===== config.mk =====
export PLATFORM = sky130hd
export DESIGN_NAME = mem_stage
export DESIGN_NICKNAME = d
export VERILOG_FILES = /design/src/rtl/mem_stage_pkg.sv /design/src/rtl/mem_load_ext.sv /design/src/rtl/mem_stage.sv
export SDC_FILE = /design/constraint.sdc
export NUM_CORES = 1
export LEC_CHECK = 0
export BUFFER_PORTS_ARGS = -buffer_cell sky130_fd_sc_hd__buf_2
export CAP_MARGIN = 20
export CORE_MARGIN = 3
export CORE_UTILIZATION = 35
export CTS_CLUSTER_SIZE = 16
export DETAILED_ROUTE_END_ITERATION = 7
export HOLD_SLACK_MARGIN = 0.1
export PLACE_DENSITY = 0.64
export SYNTH_ARGS = -nofsm -noshare
export SYNTH_HDL_FRONTEND = slang
export SYNTH_SLANG_ARGS = --single-unit

===== constraint.sdc =====
create_clock -name clk -period 3 [get_ports clk]
set_clock_uncertainty 0.2 [all_clocks]
set_input_delay 0.6 -clock clk [delete_from_list [all_inputs] [get_ports clk]]
set_output_delay 0.6 -clock clk [all_outputs]
set_load 0.005 [all_outputs]

===== src/rtl/mem_stage_pkg.sv =====
// Shared types, op codes and helpers for the memory-access pipeline stage.
// Op codes mirror the AluOpBus encoding used by the decoder.
package mem_stage_pkg;

  localparam int unsigned ALUOP_W   = 8;
  localparam int unsigned REG_W     = 32;
  localparam int unsigned REGADDR_W = 5;
  localparam int unsigned BYTE_W    = 8;

  localparam logic [ALUOP_W-1:0] OP_NOP = 8'h00;
  localparam logic [ALUOP_W-1:0] OP_ADD = 8'h20;
  localparam logic [ALUOP_W-1:0] OP_LB  = 8'he0;
  localparam logic [ALUOP_W-1:0] OP_LH  = 8'he1;
  localparam logic [ALUOP_W-1:0] OP_LW  = 8'he3;
  localparam logic [ALUOP_W-1:0] OP_LBU = 8'he4;
  localparam logic [ALUOP_W-1:0] OP_LHU = 8'he5;
  localparam logic [ALUOP_W-1:0] OP_SB  = 8'he8;
  localparam logic [ALUOP_W-1:0] OP_SH  = 8'he9;
  localparam logic [ALUOP_W-1:0] OP_SW  = 8'heb;

  typedef enum logic [1:0] {
    IDLE   = 2'd0,
    ACCESS = 2'd1,
    DONE   = 2'd2
  } state_t;

  // Write-back payload handed to the MEM/WB register.
  typedef struct packed {
    logic                 valid;
    logic [REGADDR_W-1:0] wd;
    logic                 wreg;
    logic [REG_W-1:0]     data;
  } wb_t;

  function automatic logic is_load(input logic [ALUOP_W-1:0] op);
    return (op == OP_LB) || (op == OP_LH) || (op == OP_LW) ||
           (op == OP_LBU) || (op == OP_LHU);
  endfunction

  function automatic logic is_store(input logic [ALUOP_W-1:0] op);
    return (op == OP_SB) || (op == OP_SH) || (op == OP_SW);
  endfunction

  function automatic logic is_mem_op(input logic [ALUOP_W-1:0] op);
    return is_load(op) || is_store(op);
  endfunction

  // Index of the final byte of a transfer (N-1).
  function automatic logic [1:0] last_byte(input logic [ALUOP_W-1:0] op);
    case (op)
      OP_LH, OP_LHU, OP_SH: return 2'd1;
      OP_LW, OP_SW:         return 2'd3;
      default:              return 2'd0;
    endcase
  endfunction

  function automatic logic is_misaligned(input logic [ALUOP_W-1:0] op,
                                         input logic [REG_W-1:0]   addr);
    case (op)
      OP_LH, OP_LHU, OP_SH: return addr[0];
      OP_LW, OP_SW:         return addr[1:0] != 2'b00;
      default:              return 1'b0;
    endcase
  endfunction

endpackage


===== src/rtl/mem_load_ext.sv =====
// Load extender: turns the assembled little-endian word into the write-back
// value according to the load op.
module mem_load_ext
  import mem_stage_pkg::*;
(
  input  logic [ALUOP_W-1:0] aluop,
  input  logic [REG_W-1:0]   word,
  output logic [REG_W-1:0]   value_c
);

  always_comb begin
    value_c = word;
    case (aluop)
      OP_LB:   value_c = {{24{word[7]}}, word[7:0]};
      OP_LBU:  value_c = {24'h000000, word[7:0]};
      OP_LH:   value_c = {{16{word[15]}}, word[15:0]};
      OP_LHU:  value_c = {16'h0000, word[15:0]};
      default: value_c = word;
    endcase
  end

endmodule


===== src/rtl/mem_stage.sv =====
// Memory-access stage: pass-through for ALU ops, byte-serial loads/stores over
// a request/ready port. Optional alignment trap: MEM_MISALIGN_TRAP_EN.
module mem_stage
  import mem_stage_pkg::*;
(
  input  logic                 clk,
  input  logic                 rst,
  input  logic                 valid_i,
  input  logic [ALUOP_W-1:0]   aluop_i,
  input  logic [REGADDR_W-1:0] wd_i,
  input  logic                 wreg_i,
  input  logic [REG_W-1:0]     data_i,
  input  logic [REG_W-1:0]     mem_addr_i,
  output logic                 stall_req_o,
  output logic                 valid_o,
  output logic [REGADDR_W-1:0] wd_o,
  output logic                 wreg_o,
  output logic [REG_W-1:0]     data_o,
  output logic                 mem_req_o,
  output logic                 mem_we_o,
  output logic [REG_W-1:0]     mem_addr_o,
  output logic [BYTE_W-1:0]    mem_wdata_o,
  input  logic [BYTE_W-1:0]    mem_rdata_i,
  input  logic                 mem_ready_i
`ifdef MEM_MISALIGN_TRAP_EN
  ,
  output logic                 misalign_o
`endif
);

  state_t               state_q, state_n;
  logic [ALUOP_W-1:0]   op_q, op_n;
  logic [REG_W-1:0]     addr_q, addr_n;
  logic [REG_W-1:0]     sdata_q, sdata_n;
  logic [REGADDR_W-1:0] wd_q, wd_n;
  logic                 wreg_q, wreg_n;
  logic [1:0]           k_q, k_n;
  logic [1:0]           last_q, last_n;
  logic [REG_W-1:0]     word_q, word_n;
  wb_t                  wb_q, wb_n;
  logic [REG_W-1:0]     word_asm;
  logic [REG_W-1:0]     load_val;
`ifdef MEM_MISALIGN_TRAP_EN
  logic                 misalign_q, misalign_n;
`endif

  // Word with the byte arriving this cycle merged in at position k.
  always_comb begin
    word_asm = word_q;
    word_asm[{k_q, 3'b000} +: BYTE_W] = mem_rdata_i;
  end

  mem_load_ext u_load_ext (
    .aluop   (op_q),
    .word    (word_asm),
    .value_c (load_val)
  );

  always_ff @(posedge clk) begin
    if (rst) begin
      state_q    <= IDLE;
      op_q       <= '0;
      addr_q     <= '0;
      sdata_q    <= '0;
      wd_q       <= '0;
      wreg_q     <= 1'b0;
      k_q        <= '0;
      last_q     <= '0;
      word_q     <= '0;
      wb_q       <= '0;
`ifdef MEM_MISALIGN_TRAP_EN
      misalign_q <= 1'b0;
`endif
    end else begin
      state_q    <= state_n;
      op_q       <= op_n;
      addr_q     <= addr_n;
      sdata_q    <= sdata_n;
      wd_q       <= wd_n;
      wreg_q     <= wreg_n;
      k_q        <= k_n;
      last_q     <= last_n;
      word_q     <= word_n;
      wb_q       <= wb_n;
`ifdef MEM_MISALIGN_TRAP_EN
      misalign_q <= misalign_n;
`endif
    end
  end

  always_comb begin
    state_n     = state_q;
    op_n        = op_q;
    addr_n      = addr_q;
    sdata_n     = sdata_q;
    wd_n        = wd_q;
    wreg_n      = wreg_q;
    k_n         = k_q;
    last_n      = last_q;
    word_n      = word_q;
    wb_n        = '0;
    stall_req_o = 1'b0;
    mem_req_o   = 1'b0;
    mem_we_o    = 1'b0;
    mem_addr_o  = '0;
    mem_wdata_o = '0;
`ifdef MEM_MISALIGN_TRAP_EN
    misalign_n  = 1'b0;
`endif

    case (state_q)
      IDLE: begin
        if (valid_i && is_mem_op(aluop_i)) begin
          stall_req_o = 1'b1;
          op_n        = aluop_i;
          addr_n      = mem_addr_i;
          sdata_n     = data_i;
          wd_n        = wd_i;
          wreg_n      = wreg_i;
          k_n         = 2'd0;
          last_n      = last_byte(aluop_i);
          word_n      = '0;
          state_n     = ACCESS;
`ifdef MEM_MISALIGN_TRAP_EN
          // Trapped ops skip the bus and report straight from DONE.
          if (is_misaligned(aluop_i, mem_addr_i)) begin
            state_n    = DONE;
            wb_n.valid = 1'b1;
            wb_n.wd    = wd_i;
            misalign_n = 1'b1;
          end
`endif
        end else if (valid_i) begin
          wb_n.valid = 1'b1;
          wb_n.wd    = wd_i;
          wb_n.wreg  = wreg_i;
          wb_n.data  = data_i;
        end
      end

      ACCESS: begin
        stall_req_o = 1'b1;
        mem_req_o   = 1'b1;
        mem_we_o    = is_store(op_q);
        mem_addr_o  = addr_q + REG_W'(k_q);
        mem_wdata_o = sdata_q[{k_q, 3'b000} +: BYTE_W];
        if (mem_ready_i) begin
          word_n = word_asm;
          if (k_q == last_q) begin
            state_n    = DONE;
            wb_n.valid = 1'b1;
            wb_n.wd    = wd_q;
            wb_n.wreg  = wreg_q;
            wb_n.data  = is_store(op_q) ? '0 : load_val;
          end else begin
            k_n = k_q + 2'd1;
          end
        end
      end

      DONE: state_n = IDLE;

      default: state_n = IDLE;
    endcase
  end

  assign valid_o = wb_q.valid;
  assign wd_o    = wb_q.wd;
  assign wreg_o  = wb_q.wreg;
  assign data_o  = wb_q.data;
`ifdef MEM_MISALIGN_TRAP_EN
  assign misalign_o = misalign_q;
`endif

endmodule


Yosys cells after proc, flatten, opt, wreduce, memory -nomap -nowiden
Cells that the tools add are included. W data, S select, Z words.

Shift-type cells: 3. Multiplexer cells: 26. Bitwise gates (word level): 0. Multipliers: 0. Divide/modulo/power cells: 0. Reductions and logical operators: 18. Add/sub/neg operators: 3. Order comparisons: 0. Equality and inequality tests: 21.

Operators by type and width (count): $mux W39 (4); $mux W32 (4); $pmux W32 S4 (1); $eq A8 B8 Y1 const B (15); $pmux W39 S2 (1); $pmux W32 S2 (1); $add A32 B2 Y32 (1); $bwmux W32 (1); $shift A8 B7 Y32 const A (1); $shiftx A32 B6 Y8 (1); $shiftx A8 B7 Y32 (1); $mux W2 (6); $pmux W2 S2 (3); $logic_or A1 B1 Y1 (9); $mux W8 (1); $ne A2 B2 Y1 const B (4); $neg A5 Y7 (1); $reduce_and A3 Y1 (2); $reduce_and A4 Y1 (1); $mux W1 (3); $reduce_or A3 Y1 (1); $add A2 B1 Y2 const B (1); $eq A2 B1 Y1 const B (1); $eq A2 B2 Y1 (1); 6 further kinds (6).

Memories: 0. Bits in read-only memories: 0. RAM bits: 0. Bits in registers: 155. Bits of input ports: 90. Latch bits: 0. Word-level logic and storage cells: 84. Output and inout bits: 82.

Logic depth before layout (Yosys ltp)
Word-level depth: 9. Gate-level depth with buffers: 10. Depth with buffers taken out: 6.

Hierarchy
A second synthesis with hierarchy kept.

Cell total of the unflattened synthesis: 982. Area total of the unflattened synthesis: 7622.3 µm².

Modules (own cells, without submodules): mem_stage (area an instance 7258.2 µm², instances 1, seq. area each 3103.0 µm², cells an instance 928); mem_load_ext (area an instance 364.1 µm², instances 1, seq. area each 0.0 µm², cells an instance 54).

Worst setup path after synthesis
No wires, ideal clock.

Path kind: register to register. Start: register k_q[0]. End: register wb_q, in the netlist data_o[21]. Stages on the path, launching flop included: 11. Path buffers: 4. Period minus slack after synthesis: 3.073 ns. Setup time: 0.138 ns. Arrival: 2.736 ns. Path slack: -0.073 ns. Data required time: 2.662 ns. Cells stage by stage: dfxtp_1 -> buf_2 -> buf_1 -> inv_1 -> ha_1 -> and4b_1 -> buf_2 -> a221oi_1 -> o31a_1 -> clkbuf_1 -> o32ai_1.

Word-level cells in the longest chain between the ends: 8. Elaborated cells on any way between the ends: 10. Those cells by class: add/sub (1); eq/ne (1); shift (2); mux (6).

RTL lines: start: declaration (RTL line mem_stage.sv:37) `logic [1:0] k_q, k_n;`; start signal: assignment (RTL line mem_stage.sv:81) `k_q <= k_n;`; $neg A5 Y7 (RTL line mem_stage.sv:50) `word_asm[{k_q, 3'b000} +: BYTE_W] = mem_rdata_i;`; $shiftx A8 B7 Y32 / $shift A8 B7 Y32 (equally long branches) (RTL line mem_stage.sv:50); $bwmux W32 (RTL line mem_stage.sv:50); $pmux W32 S4 (RTL line mem_load_ext.sv:13) `case (aluop)`; $mux W32 (RTL line mem_stage.sv:154) `wb_n.data = is_store(op_q) ? '0 : load_val;`; $mux W39 * (RTL line mem_stage.sv:149) `if (k_q == last_q) begin`; $mux W39 * (RTL line mem_stage.sv:147) `if (mem_ready_i) begin`; $pmux W39 S2 * (RTL line mem_stage.sv:111) `case (state_q)`; end signal: assignment (RTL line mem_stage.sv:84) `wb_q <= wb_n;`; end: declaration (RTL line mem_stage.sv:40) `wb_t wb_q, wb_n;`.

Every way passes the cells marked *; elsewhere a longest branch is shown, timed or not. A chain may end at the register's enable or synchronous reset.

Worst setup path after layout
Start: register addr_q[1]. End: output mem_addr_o[21].

Word-level cells in the longest chain between the ends: 2.

RTL lines: start: declaration (RTL line mem_stage.sv:33) `logic [REG_W-1:0] addr_q, addr_n;`; start signal: assignment (RTL line mem_stage.sv:77) `addr_q <= addr_n;`; $add A32 B2 Y32 (RTL line mem_stage.sv:145) `mem_addr_o = addr_q + REG_W'(k_q);`; $mux W32 (RTL line mem_stage.sv:111); end: declaration (RTL line mem_stage.sv:21) `output logic [REG_W-1:0] mem_addr_o,`.

No other way between the ends.

==> results.sh <==
export IMPL_synth_area_leader_cell="dfxtp_1"
export IMPL_place_inst=1326
export IMPL_worst_ep_required_time_ns=2.20
export IMPL_yosysTopAreaCellShare_pct=40.7
export IMPL_period_minus_slack_ns=3.20
export IMPL_syn_nets=1035
export IMPL_drc=0
export IMPL_timing_max_cap_violations=0
export IMPL_cts_sinks=155
export IMPL_grt_use_total_pct=20.9
export IMPL_die_area_sq_mm=0.0236
export IMPL_synth_distinct_cells=58
export IMPL_drv_slew=0
export IMPL_grt_pass1_wl_um=40200
export IMPL_cts_buffer_depth=2
export IMPL_synthArstFlopShare_pct=0
export IMPL_final_nets=1173
export IMPL_worstPathMaxFanout=5
export IMPL_synthCells=937
export IMPL_wl_met1_um=11800
export IMPL_firstDrtPassIters=5
export IMPL_overflow=0
export IMPL_synth_area_leaders="dfxtp_1 41%, a21oi_1 9.3%, nand3_1 6.6%, o21ai_0 5.4%, clkbuf_1 3.7%"
export IMPL_cpLargestDelayFamily="simple AND/OR/NAND/NOR gates"
export IMPL_timing_critical_path_from="addr_q[1]"
export IMPL_synth_ff_type="dfxtp_1"
export IMPL_yosysMostFrequentCell="dfxtp_1"
export IMPL_crit_path_max_incr_delay_ns=0.45
export IMPL_worstPathCellList="ha_4 > a21oi_2 > or4_4 > buf_6 > or4_1 > a21oi_1 > buf_2"
export IMPL_crit_buf_inv=2
export IMPL_core_area_sq_mm=0.0212
export IMPL_fin_util_pct=45.3
export IMPL_h_tree_depth=4
export IMPL_vdd_ir_drop_max_mv=0.295
export IMPL_numCtsBuffers=17
export IMPL_wl_per_cell_um=18.9
export IMPL_finalCritPeriodShare_pct=107
export IMPL_ant_nets=0
export IMPL_floorplan_initialDensity_pct=35.9
export IMPL_crit_slowest_cell="or4_4"
export IMPL_timing_final_hold_violations=0
export IMPL_slew_headroom_pct=29.8
export IMPL_path_clk_slew_ns=0.07
export IMPL_worstSetupPathType="reg2out"
export IMPL_final_cell_count_no_fill=1364
export IMPL_timing_fmax_mhz=312
export IMPL_drt_iter0_markers=749
export IMPL_portBuffers=171
export IMPL_grt_max_degree=109
export IMPL_critPathLaunchType="flop"
export IMPL_status="finished with violations"
export IMPL_ios=172
export IMPL_tns_ns=-3.11
export IMPL_yosysSeqAreaShare_pct=40.7
export IMPL_clk_latency_ns=0.42
export IMPL_drive_gt1_share_pct=27.9
export IMPL_critPathCaptureType="output port"
export IMPL_cts_hold_buf=0
export IMPL_yosys_register_bits=155
export IMPL_root_buffer="clkbuf_16"
export IMPL_grt_pass1_vias=7396
export IMPL_synth_edff_count=0
export IMPL_hp_class="in2reg"
export IMPL_cts_tree="built"
export IMPL_dr_max_layer_used="met4"
export IMPL_rsz0062_at_grt="yes"
export IMPL_place_ws_ns=0.0182
export IMPL_postSynthAreaPerCell_sq_um=8.14
export IMPL_vias=7853
export IMPL_wl_met3_um=1530
export IMPL_dpl_hpwl_um=17200
export IMPL_r2r_start="k_q[0]"
export IMPL_worst_slew_pin_slew_ns=1.04
export IMPL_violations="negative setup slack"
export IMPL_routed_wl_um=25800
export IMPL_cp_arrival_ns=2.40
export IMPL_dr_wl_met2_um=11600
export IMPL_synth_common_cells="155 x dfxtp_1, 141 x a21oi_1, 100 x nand3_1"
export IMPL_area_delta_synth_final_pct=26.1
export IMPL_die_x_um=154
export IMPL_rows=53
export IMPL_die_h_um=154
export IMPL_routed_via_density=5.76
export IMPL_min_from="data_i[14]"
export IMPL_antenna_found_initial=1
export IMPL_syn_area_sq_mm=0.00762
export IMPL_place_gp_congestion=0.841
export IMPL_synth_warnings=0
export IMPL_r2r_slack_ns=0.32
export IMPL_p_leak_nw=3.49
export IMPL_p_per_area_mw_per_mm2=466
export IMPL_setup_violations=19
export IMPL_layout_setup_ws_ns=-0.204
[cell families after synthesis]
| kind of cell | synth area share, % |
|---|---|
| AO/OA/AOI/OAI | 27.1 |
| AND/OR/NAND/NOR | 18.9 |
| flip-flops | 40.7 |
| buffers and inverters | 6.73 |
| multiplexers | 3.54 |
| XOR/XNOR | 1.61 |
| adder cells (fa/ha/maj) | 1.41 |
[registers in the layout, summed over array words and instances, names as in the netlist]
name,flops
addr_q,32
data_o,32
k_q,2
last_q,2
op_q,8
sdata_q,32
state_q,2
valid_o,1
wd_o,5
wd_q,5
word_q,32
wreg_o,1
wreg_q,1
[layout by cell type, fill, tap and decap left out, drive strengths merged, types with 5 or more instances in the layout]
master / netlist / final
mux4: 8 / 8
a21oi: 141 / 141
or3: 6 / 6
o211ai: 32 / 32
o2bb2ai: 8 / 8
o22ai: 7 / 7
xnor2: 8 / 8
buf: 15 / 210
o21ai: 82 / 82
or4: 11 / 11
and2: 11 / 11
nor4: 8 / 8
nor2: 40 / 40
nand2: 52 / 52
a32oi: 6 / 6
o31ai: 10 / 10
dfxtp: 155 / 155
nand4: 5 / 5
mux2i: 9 / 9
xor2: 6 / 6
clkbuf: 76 / 18
a22o: 22 / 22
ha: 7 / 7
nand3: 102 / 102
nor3: 11 / 11
inv: 39 / 48
o32ai: 16 / 16
[worst paths after layout]
check                                 endpoint  cells after the start
worst max register to register      data_o[28]                      7
worst min register to register         op_q[7]                      2
worst max-delay path            mem_addr_o[21]                      7
worst min-delay path                data_o[14]                      2
[cell type report]
type                            instances  area (sq um)
Tap cell                              275           344
Sequential cell                       155          3120
Timing Repair Buffer                  210          1220
Clock inverter                         14           125
Inverter                               40           150
Fill cell                            2094         11600
Antenna cell                            1          2.50
Clock buffer                           18           439
Multi-Input combinational cell        651          4210
[where the power goes]
part           leakage [nW]  switching [mW]  internal (mW)
combinational          1.96           0.197          0.105
sequential             1.26          0.0138           2.09
clock                 0.267           0.967           1.11
total                  3.49            1.18           3.31
[stage by stage]
step | cell area, sq um | hold WS (ns) | total power, mW
after global routing | 9610 | 0.214 | 4.62
after CTS | 9540 | 0.207 | 4.51
after floorplan | 7630 | 0.237 | 2.28
after detailed placement | 8810 | 0.261 | 2.45
final | 9610 | 0.215 | 4.48
after global placement | 8810 | 0.250 | 2.45
[worst register-to-register path: stages (launching register included)]
cell and delay, ns:
dfxtp_2 0.35, buf_4 0.31, inv_1 0.15, ha_1 0.38, nor4bb_2 0.36, nor3_1 0.10, o31a_2 0.44, o32ai_1 0.32
[repair_timing]
| action | in CTS | in global routing |
|---|---|---|
| setup buffers | 2 | 1 |
| endpoints found under the hold margin | 0 | 0 |
| gates resized for setup | 34 | 17 |
| cloned | 2 | 0 |
| endpoints found under the setup margin | 19 | 24 |
| pin swaps | 13 | 5 |
[routing by layer]
layer / vias to the layer above / track usage (%)
li1: 3721 / -
met1: 3774 / 29.4
met2: 302 / 31.4
met3: 56 / 4.17
met4: 0 / 8.49
met5: - / 0
Note: power is estimated with default switching activity, not from simulation.
